<file path="src/rtl/sram_port_arbiter.sv">
// sram_port_arbiter
// Lets the instruction-fetch requester and the load/store requester share one
// sram-like memory port. Only one transaction is in flight at a time. When both
// sides ask in the same cycle, the side that did not win last time gets the port.
// A response goes only to the side that owns the transaction. A flush suppresses
// delivery of a pending instruction response, but the memory access itself still
// runs to completion.

module sram_port_arbiter #(
    parameter int ADDR_W = 32,
    parameter int DATA_W = 32
) (
    input  logic              clk,
    input  logic              resetn,
    input  logic              flush,

    // instruction-fetch side
    input  logic              inst_req,
    input  logic [ADDR_W-1:0] inst_addr,
    output logic              inst_addr_ok,
    output logic              inst_data_ok,
    output logic [DATA_W-1:0] inst_rdata,

    // load/store side
    input  logic              data_req,
    input  logic              data_wr,
    input  logic [1:0]        data_size,
    input  logic [3:0]        data_wstrb,
    input  logic [ADDR_W-1:0] data_addr,
    input  logic [DATA_W-1:0] data_wdata,
    output logic              data_addr_ok,
    output logic              data_data_ok,
    output logic [DATA_W-1:0] data_rdata,

    // memory bridge side
    output logic              mem_req,
    output logic              mem_wr,
    output logic [1:0]        mem_size,
    output logic [3:0]        mem_wstrb,
    output logic [ADDR_W-1:0] mem_addr,
    output logic [DATA_W-1:0] mem_wdata,
    input  logic              mem_addr_ok,
    input  logic              mem_data_ok,
    input  logic [DATA_W-1:0] mem_rdata
);

    typedef enum logic [1:0] {
        IDLE = 2'd0,
        REQ  = 2'd1,
        RESP = 2'd2
    } state_t;

    localparam logic OWNER_INST = 1'b0;
    localparam logic OWNER_DATA = 1'b1;

    state_t state_q, state_d;

    // Control registers
    logic owner_q, owner_d;
    logic last_grant_q, last_grant_d;
    logic cancel_q, cancel_d;

    // Request fields captured at grant time; they drive the memory port
    logic              wr_q, wr_d;
    logic [1:0]        size_q, size_d;
    logic [3:0]        wstrb_q, wstrb_d;
    logic [ADDR_W-1:0] addr_q, addr_d;
    logic [DATA_W-1:0] wdata_q, wdata_d;

    // Arbitration results
    logic inst_win;
    logic data_win;
    logic grant_inst;
    logic grant_data;
    logic resp_fire;

    // A lone requester always wins; on a tie the side opposite to last_grant wins.
    // With last_grant reset to inst, data takes the first tie after reset.
    assign inst_win   = inst_req & (~data_req | (last_grant_q == OWNER_DATA));
    assign data_win   = data_req & (~inst_req | (last_grant_q == OWNER_INST));

    // Grants are only handed out while the port is free.
    assign grant_inst = (state_q == IDLE) & inst_win;
    assign grant_data = (state_q == IDLE) & data_win;

    // The memory response that closes the current transaction.
    assign resp_fire  = (state_q == RESP) & mem_data_ok;

    // Next-state logic for the transaction sequencer
    always_comb begin
        state_d = state_q;
        case (state_q)
            IDLE: begin
                if (grant_inst || grant_data) begin
                    state_d = REQ;
                end
            end
            REQ: begin
                // A response arriving before the request is accepted is
                // illegal from the bridge and is deliberately ignored here.
                if (mem_addr_ok) begin
                    state_d = RESP;
                end
            end
            RESP: begin
                if (mem_data_ok) begin
                    state_d = IDLE;
                end
            end
            default: begin
                state_d = IDLE;
            end
        endcase
    end

    // Ownership and round-robin history follow each grant
    always_comb begin
        owner_d      = owner_q;
        last_grant_d = last_grant_q;
        if (grant_data) begin
            owner_d      = OWNER_DATA;
            last_grant_d = OWNER_DATA;
        end else if (grant_inst) begin
            owner_d      = OWNER_INST;
            last_grant_d = OWNER_INST;
        end
    end

    // Capture the winning request so the memory port stays stable until accepted
    always_comb begin
        wr_d    = wr_q;
        size_d  = size_q;
        wstrb_d = wstrb_q;
        addr_d  = addr_q;
        wdata_d = wdata_q;
        if (grant_data) begin
            wr_d    = data_wr;
            size_d  = data_size;
            wstrb_d = data_wstrb;
            addr_d  = data_addr;
            wdata_d = data_wdata;
        end else if (grant_inst) begin
            // Fetches are always word reads.
            wr_d    = 1'b0;
            size_d  = 2'd2;
            wstrb_d = 4'h0;
            addr_d  = inst_addr;
            wdata_d = '0;
        end
    end

    // Track whether a flush has made the pending instruction response stale
    always_comb begin
        cancel_d = cancel_q;
        if (grant_inst || grant_data) begin
            // A flush in the same cycle as a fetch grant already kills that fetch.
            cancel_d = grant_inst & flush;
        end else if (state_q == REQ) begin
            if ((owner_q == OWNER_INST) && flush) begin
                cancel_d = 1'b1;
            end
        end else if (state_q == RESP) begin
            if (mem_data_ok) begin
                cancel_d = 1'b0;
            end else if ((owner_q == OWNER_INST) && flush) begin
                cancel_d = 1'b1;
            end
        end
    end

    // State and captured request fields; reset abandons any transaction in flight
    always_ff @(posedge clk or negedge resetn) begin
        if (!resetn) begin
            state_q      <= IDLE;
            owner_q      <= OWNER_INST;
            last_grant_q <= OWNER_INST;
            cancel_q     <= 1'b0;
            wr_q         <= 1'b0;
            size_q       <= 2'd0;
            wstrb_q      <= 4'h0;
            addr_q       <= '0;
            wdata_q      <= '0;
        end else begin
            state_q      <= state_d;
            owner_q      <= owner_d;
            last_grant_q <= last_grant_d;
            cancel_q     <= cancel_d;
            wr_q         <= wr_d;
            size_q       <= size_d;
            wstrb_q      <= wstrb_d;
            addr_q       <= addr_d;
            wdata_q      <= wdata_d;
        end
    end

    // Handshakes back to the requesters. The acceptance strobes are gated with
    // resetn so a request held high during reset is never acknowledged. A flush
    // coinciding with the response suppresses it in that same cycle.
    assign inst_addr_ok = resetn & grant_inst;
    assign data_addr_ok = resetn & grant_data;
    assign data_data_ok = resetn & resp_fire & (owner_q == OWNER_DATA);
    assign inst_data_ok = resetn & resp_fire & (owner_q == OWNER_INST) & ~cancel_q & ~flush;

    // Read data is a straight pass-through; it only matters alongside data_ok.
    assign inst_rdata   = mem_rdata;
    assign data_rdata   = mem_rdata;

    // Memory request: asserted only while waiting for acceptance.
    assign mem_req      = (state_q == REQ);
    assign mem_wr       = wr_q;
    assign mem_size     = size_q;
    assign mem_wstrb    = wstrb_q;
    assign mem_addr     = addr_q;
    assign mem_wdata    = wdata_q;

endmodule

</file>
<file path="config.mk">
export PLATFORM = sky130hd
export DESIGN_NAME = sram_port_arbiter
export DESIGN_NICKNAME = d
export VERILOG_FILES = /design/src/rtl/sram_port_arbiter.sv
export SDC_FILE = /design/constraint.sdc
export NUM_CORES = 1
export LEC_CHECK = 0
export CORE_MARGIN = 3
export CORE_UTILIZATION = 34
export DETAILED_ROUTE_END_ITERATION = 7
export HOLD_SLACK_MARGIN = 0.02
export PLACE_DENSITY = 0.82
export REMOVE_ABC_BUFFERS = 1
export SETUP_SLACK_MARGIN = 0.5
export SLEW_MARGIN = 20
export SYNTH_ARGS = -nofsm -noshare
export SYNTH_HDL_FRONTEND = slang
export SYNTH_SLANG_ARGS = --single-unit
</file>
<file path="constraint.sdc">
create_clock -name clk -period 2 [get_ports clk]
set_input_delay 0.2 -clock clk [delete_from_list [all_inputs] [get_ports clk]]
set_output_delay 0.2 -clock clk [all_outputs]
set_load 0.02 [all_outputs]
</file>
After elaboration in Yosys (flattened, before gate mapping) --
Index checks and enable logic that the tools add are counted.
Word-level totals: register bits 75, latch bits 0, memory bits (writable) 0, bits in read-only memories 0, input bits 142, logic and storage cells 59, memories kept 0
Cells by class: add/sub/neg operators 0, $mul 0, divide/modulo/power cells 0, order comparisons 0, eq/ne operators 5, shift operators 0, multiplexer cells 20, bitwise gates (word level) 20, reductions and logical operators 6
Operator list (number):
- 2-to-1 mux 32 bit | 4
- bitwise AND 1 bit | 13
- 2-to-1 mux 2 bit | 5
- 2-to-1 mux 1 bit | 8
- 2-to-1 mux 4 bit | 2
- one-hot mux 2 bit (3 select lines) | 1
- inverter 1 bit | 5
- inequality test 2 x 1 -> 1 bit, second input constant | 2
- AND reduction 3 bit | 1
- nonzero test 3 bit | 1
- equality test 2 x 1 -> 1 bit, second input constant | 1
- equality test 2 bit, second input constant | 1
- logical NOT 2 bit | 1
- inequality test 2 bit, second input constant | 1
- OR 1 bit | 2
- nonzero test 2 bit | 1
- logical AND 1 bit | 1
- logical OR 1 bit | 1

Longest topological paths before layout --
Gate-level depths: netlist (run 1).
depth after elaboration 7, mapped depth 8, mapped depth without buffers 6

Least setup slack after synthesis (run 1) --
Ideal clock, no wire load.
kind reg2out, start register state_q[0], end output port data_addr_ok, arrival time 1.482 ns, setup slack 0.318 ns, cell stages (with the launch flop) 8, buffers on the path 2, cell sequence dfrtp_1 inv_1 ha_1 nand2_1 a21oi_2 buf_6 buf_2 and2_1
On the way: longest elaborated chain between the ends 3
Ends and longest elaborated chain:
- start: declaration | RTL line 56 | state_t state_q, state_d;
- start signal: assignment | RTL line 184 | state_q <= state_d;
- logical NOT 2 bit | RTL line 84 | assign grant_data = (state_q == IDLE) & data_win;
- bitwise AND 1 bit | RTL line 84
- bitwise AND 1 bit | RTL line 200 | assign data_addr_ok = resetn & grant_data;
- end: declaration | RTL line 31 | output logic data_addr_ok,
Every way passes these cells.

Worst setup path after layout (run 1) --
start register state_q[1], end output port data_addr_ok
The elaborated chain is that of the path after synthesis.

==> results of run 1 <==
==> routing by layer <==
layer  GRT usage, %  vias up  routed length, µm
met3           16.4       14               2150
met5           5.80        -                 47
met4           4.99        2                111
met1           24.4     1477               5060
met2           28.6      207               5700
li1               -     1386                  -
==> stage by stage <==
step	power [µW]	setup TNS [ns]	hold slack, ns
detailed placement	7410	0	0.351
floorplan	5030	-100.18	-0.0956
global placement	7310	0	0.349
finish	9170	0	0.400
CTS	8670	0	0.400
global route	9750	0	0.400
==> area by class of cell <==
cell class / instances / area (µm²) / area share [%]
multi-input cells: 159 / 1220 / 20.5
flip-flops and latches: 75 / 1880 / 31.6
clock inverters: 6 / 90.1 / 1.52
well taps: 136 / 170 / 2.87
clock buffers: 9 / 124 / 2.09
repair buffers: 229 / 2430 / 40.9
inverters: 8 / 30.0 / 0.506
==> path summary, 6_finish.rpt <==
check / to / slack [ns] / cells after the start
max: data_addr_ok / 0.30 / 6
min: inst_rdata[20] / 0.40 / 0
max reg2reg: mem_addr[23] / 0.35 / 9
min reg2reg: mem_addr[7] / 0.49 / 2
max in group asynchronous: cancel_q / 1.08 / 3
min in group asynchronous: mem_addr[16] / 0.53 / 3
==> worst max-delay path: stages, from the launching register on <==
cell	delay, ns
dfrtp_1	0.41
inv_2	0.09
ha_4	0.15
nand2_4	0.05
a21oi_4	0.18
and2_4	0.17
buf_6	0.11
==> Yosys cell counts, types with 2 or more instances <==
cell / count
a22o_1: 38
buf_12: 3
buf_2: 9
buf_4: 65
clkbuf_1: 5
dfrtp_1: 75
ha_1: 4
inv_1: 8
mux2i_1: 32
nand2_1: 35
nor2_1: 2
o21ai_0: 5
o21ai_1: 29
==> registers in the layout (all words and copies together) (netlist names) <==
signal and flops:
mem_addr 32, mem_wdata 32, mem_wstrb 4, mem_size 2
state_q 2, cancel_q 1, last_grant_q 1, mem_wr 1
==> cell families after synthesis <==
family / count (synthesis)
compound gates: 82
fa+ha+maj: 4
buf+inv: 91
flops: 75
mux: 32
simple gates: 41
==> timing repair <==
item                       CTS  global route
setup endpoints to repair  151            76
setup buffers               12            10
pin swaps                   10            32
resized for setup          122            28
hold buffers                 1             0
gates cloned                 4             5
hold endpoints to repair    75             0
==> power breakdown <==
group | switching, µW | internal (µW)
Combinational | 2650 | 2540
Sequential | 430 | 2280
Clock | 574 | 700
==> run_results.csv, run 1 <==
group,metric,value,unit
run_status,outcome,"finished clean",
timing,maxSlewHeadroom,66.0,%
timing,setup_ws,0.297,ns
die,die_y,110,µm
synth,syn_area_per_cell,11.2,µm²
timing,hold_violations,0,
timing,rsz0062_at_grt,"yes",
global_routing,grt_use_total,20.7,%
route,vias,3086,
route,drc,0,
final_layout,finalInstanceArea,5940,µm²
timing,drv_slew,0,
synth,yosysTopAreaCell,"dfrtp_1",
die,die_area,12000,µm²
final_layout,utilization,57.3,%
die,start_util,35.2,%
placed_design,io_buffer_count,185,
worst_setup_path,worstPathRequired,1.80,ns
synth,synthMuxAreaShare,8.76,%
synth,synth_xor_area_share,0,%
placed_design,placed_cells,575,
global_routing,overflow,0,
final_layout,drive_gt1_share,16.9,%
global_routing,antenna_found_initial,0,
final_layout,nets,628,
die,die_w,110,µm
timing,max_clock_freq,587,MHz
clock_network,htreeDepth,3,
global_routing,grt_pass1_vias,3141,
synth,synth_compound_area_share,16.2,%
timing,tightest_slew,0.510,ns
timing,finalCriticalPeriod,1.70,ns
route,wl_per_cell,21.0,µm
synth,ys_ff_latch,75,
synth,netlist_area,3650,µm²
synth,synth_edf_count,0,
route,wl,13.1,mm
clock_network,cts-root-buf,"clkbuf_8",
synth,ys_types,28,
final_layout,finalNonFillerCells,622,
worst_hold_path,hp-start,"mem_rdata[20]",
synth,synth_top_family_by_area,"buffers and inverters",
power_and_ir_drop,peakVddDrop,0.673,mV
final_layout,final_common_cell,"clkdlybuf4s50_1",
route,firstDrtPassIters,4,
worst_setup_path,path_class,"reg -> out",
worst_setup_path,rr_startpoint,"state_q[1]",
placed_design,dp_hpwl,9.16,mm
clock_network,cts_tree,"done",
worst_hold_path,min_path_type,"in -> out",
worst_setup_path,critPathMaxFanout,4,
clock_network,cts_made_buffers,9,
synth,yosysTopAreaCellShare,51.4,%
synth,yosysSeqAreaShare,51.4,%
route,drt_iter0_drc,143,
route,vias_per_cell,4.96,
synth,synth_fa_ha_area_share,1.37,%
worst_setup_path,startpoint,"state_q[1]",
synth,ys_warn_count,0,
die,core-area,10400,µm²
worst_setup_path,end_kind,"primary output",
final_layout,diodes,0,
clock_network,clk_latency,0.35,ns
die,io_pins,282,
clock_network,clk_pin_slew,0.07,ns
worst_setup_path,critPathLaunchType,"flip-flop",
die,row_count,37,
synth,synth_simple_gate_area_share,4.48,%
power_and_ir_drop,p_leak,0.00280,µW
final_layout,syn2layout_area_growth,62.5,%
clock_network,numClockSinks,75,
placed_design,dp_slack,0.0436,ns
final_layout,fillers,906,
worst_setup_path,crit_arrival,1.50,ns
clock_network,clockBufferDepth,2,
placed_design,dpl_cell_area,5210,µm²
power_and_ir_drop,p_per_area,1540,nW/µm²
global_routing,grt_pass1_wl,18.2,mm
synth,netlist_instances,325,
final_layout,layout_common_cells,"108 x clkdlybuf4s50_1, 75 x dfrtp_1, 71 x dlygate4sd2_1",
timing,final-setup-viol-count,0,
run,maxCapViolCount,0,
synth,synth_ff_type,"dfrtp_1",
timing,period_share,85.2,%
global_routing,grt_max_degree,44,
route,ant_nets,0,
synth,synthArstFlopShare,100,%
timing,skew,0.0130,ns
synth,synth.area.top_cells,"dfrtp_1 51%, buf_4 13%, a22o_1 9.1%",
placed_design,place.gp.congestion,0.789,
Power figures use the tool's default switching activity.
==> inputs of run 2 (changes only) <==
- CTS_CLUSTER_DIAMETER: default -> 120
- SKIP_LAST_GASP: default -> 1
==> results of run 2 <==
Final layout, timing and power as in run 1 (identical DEF).
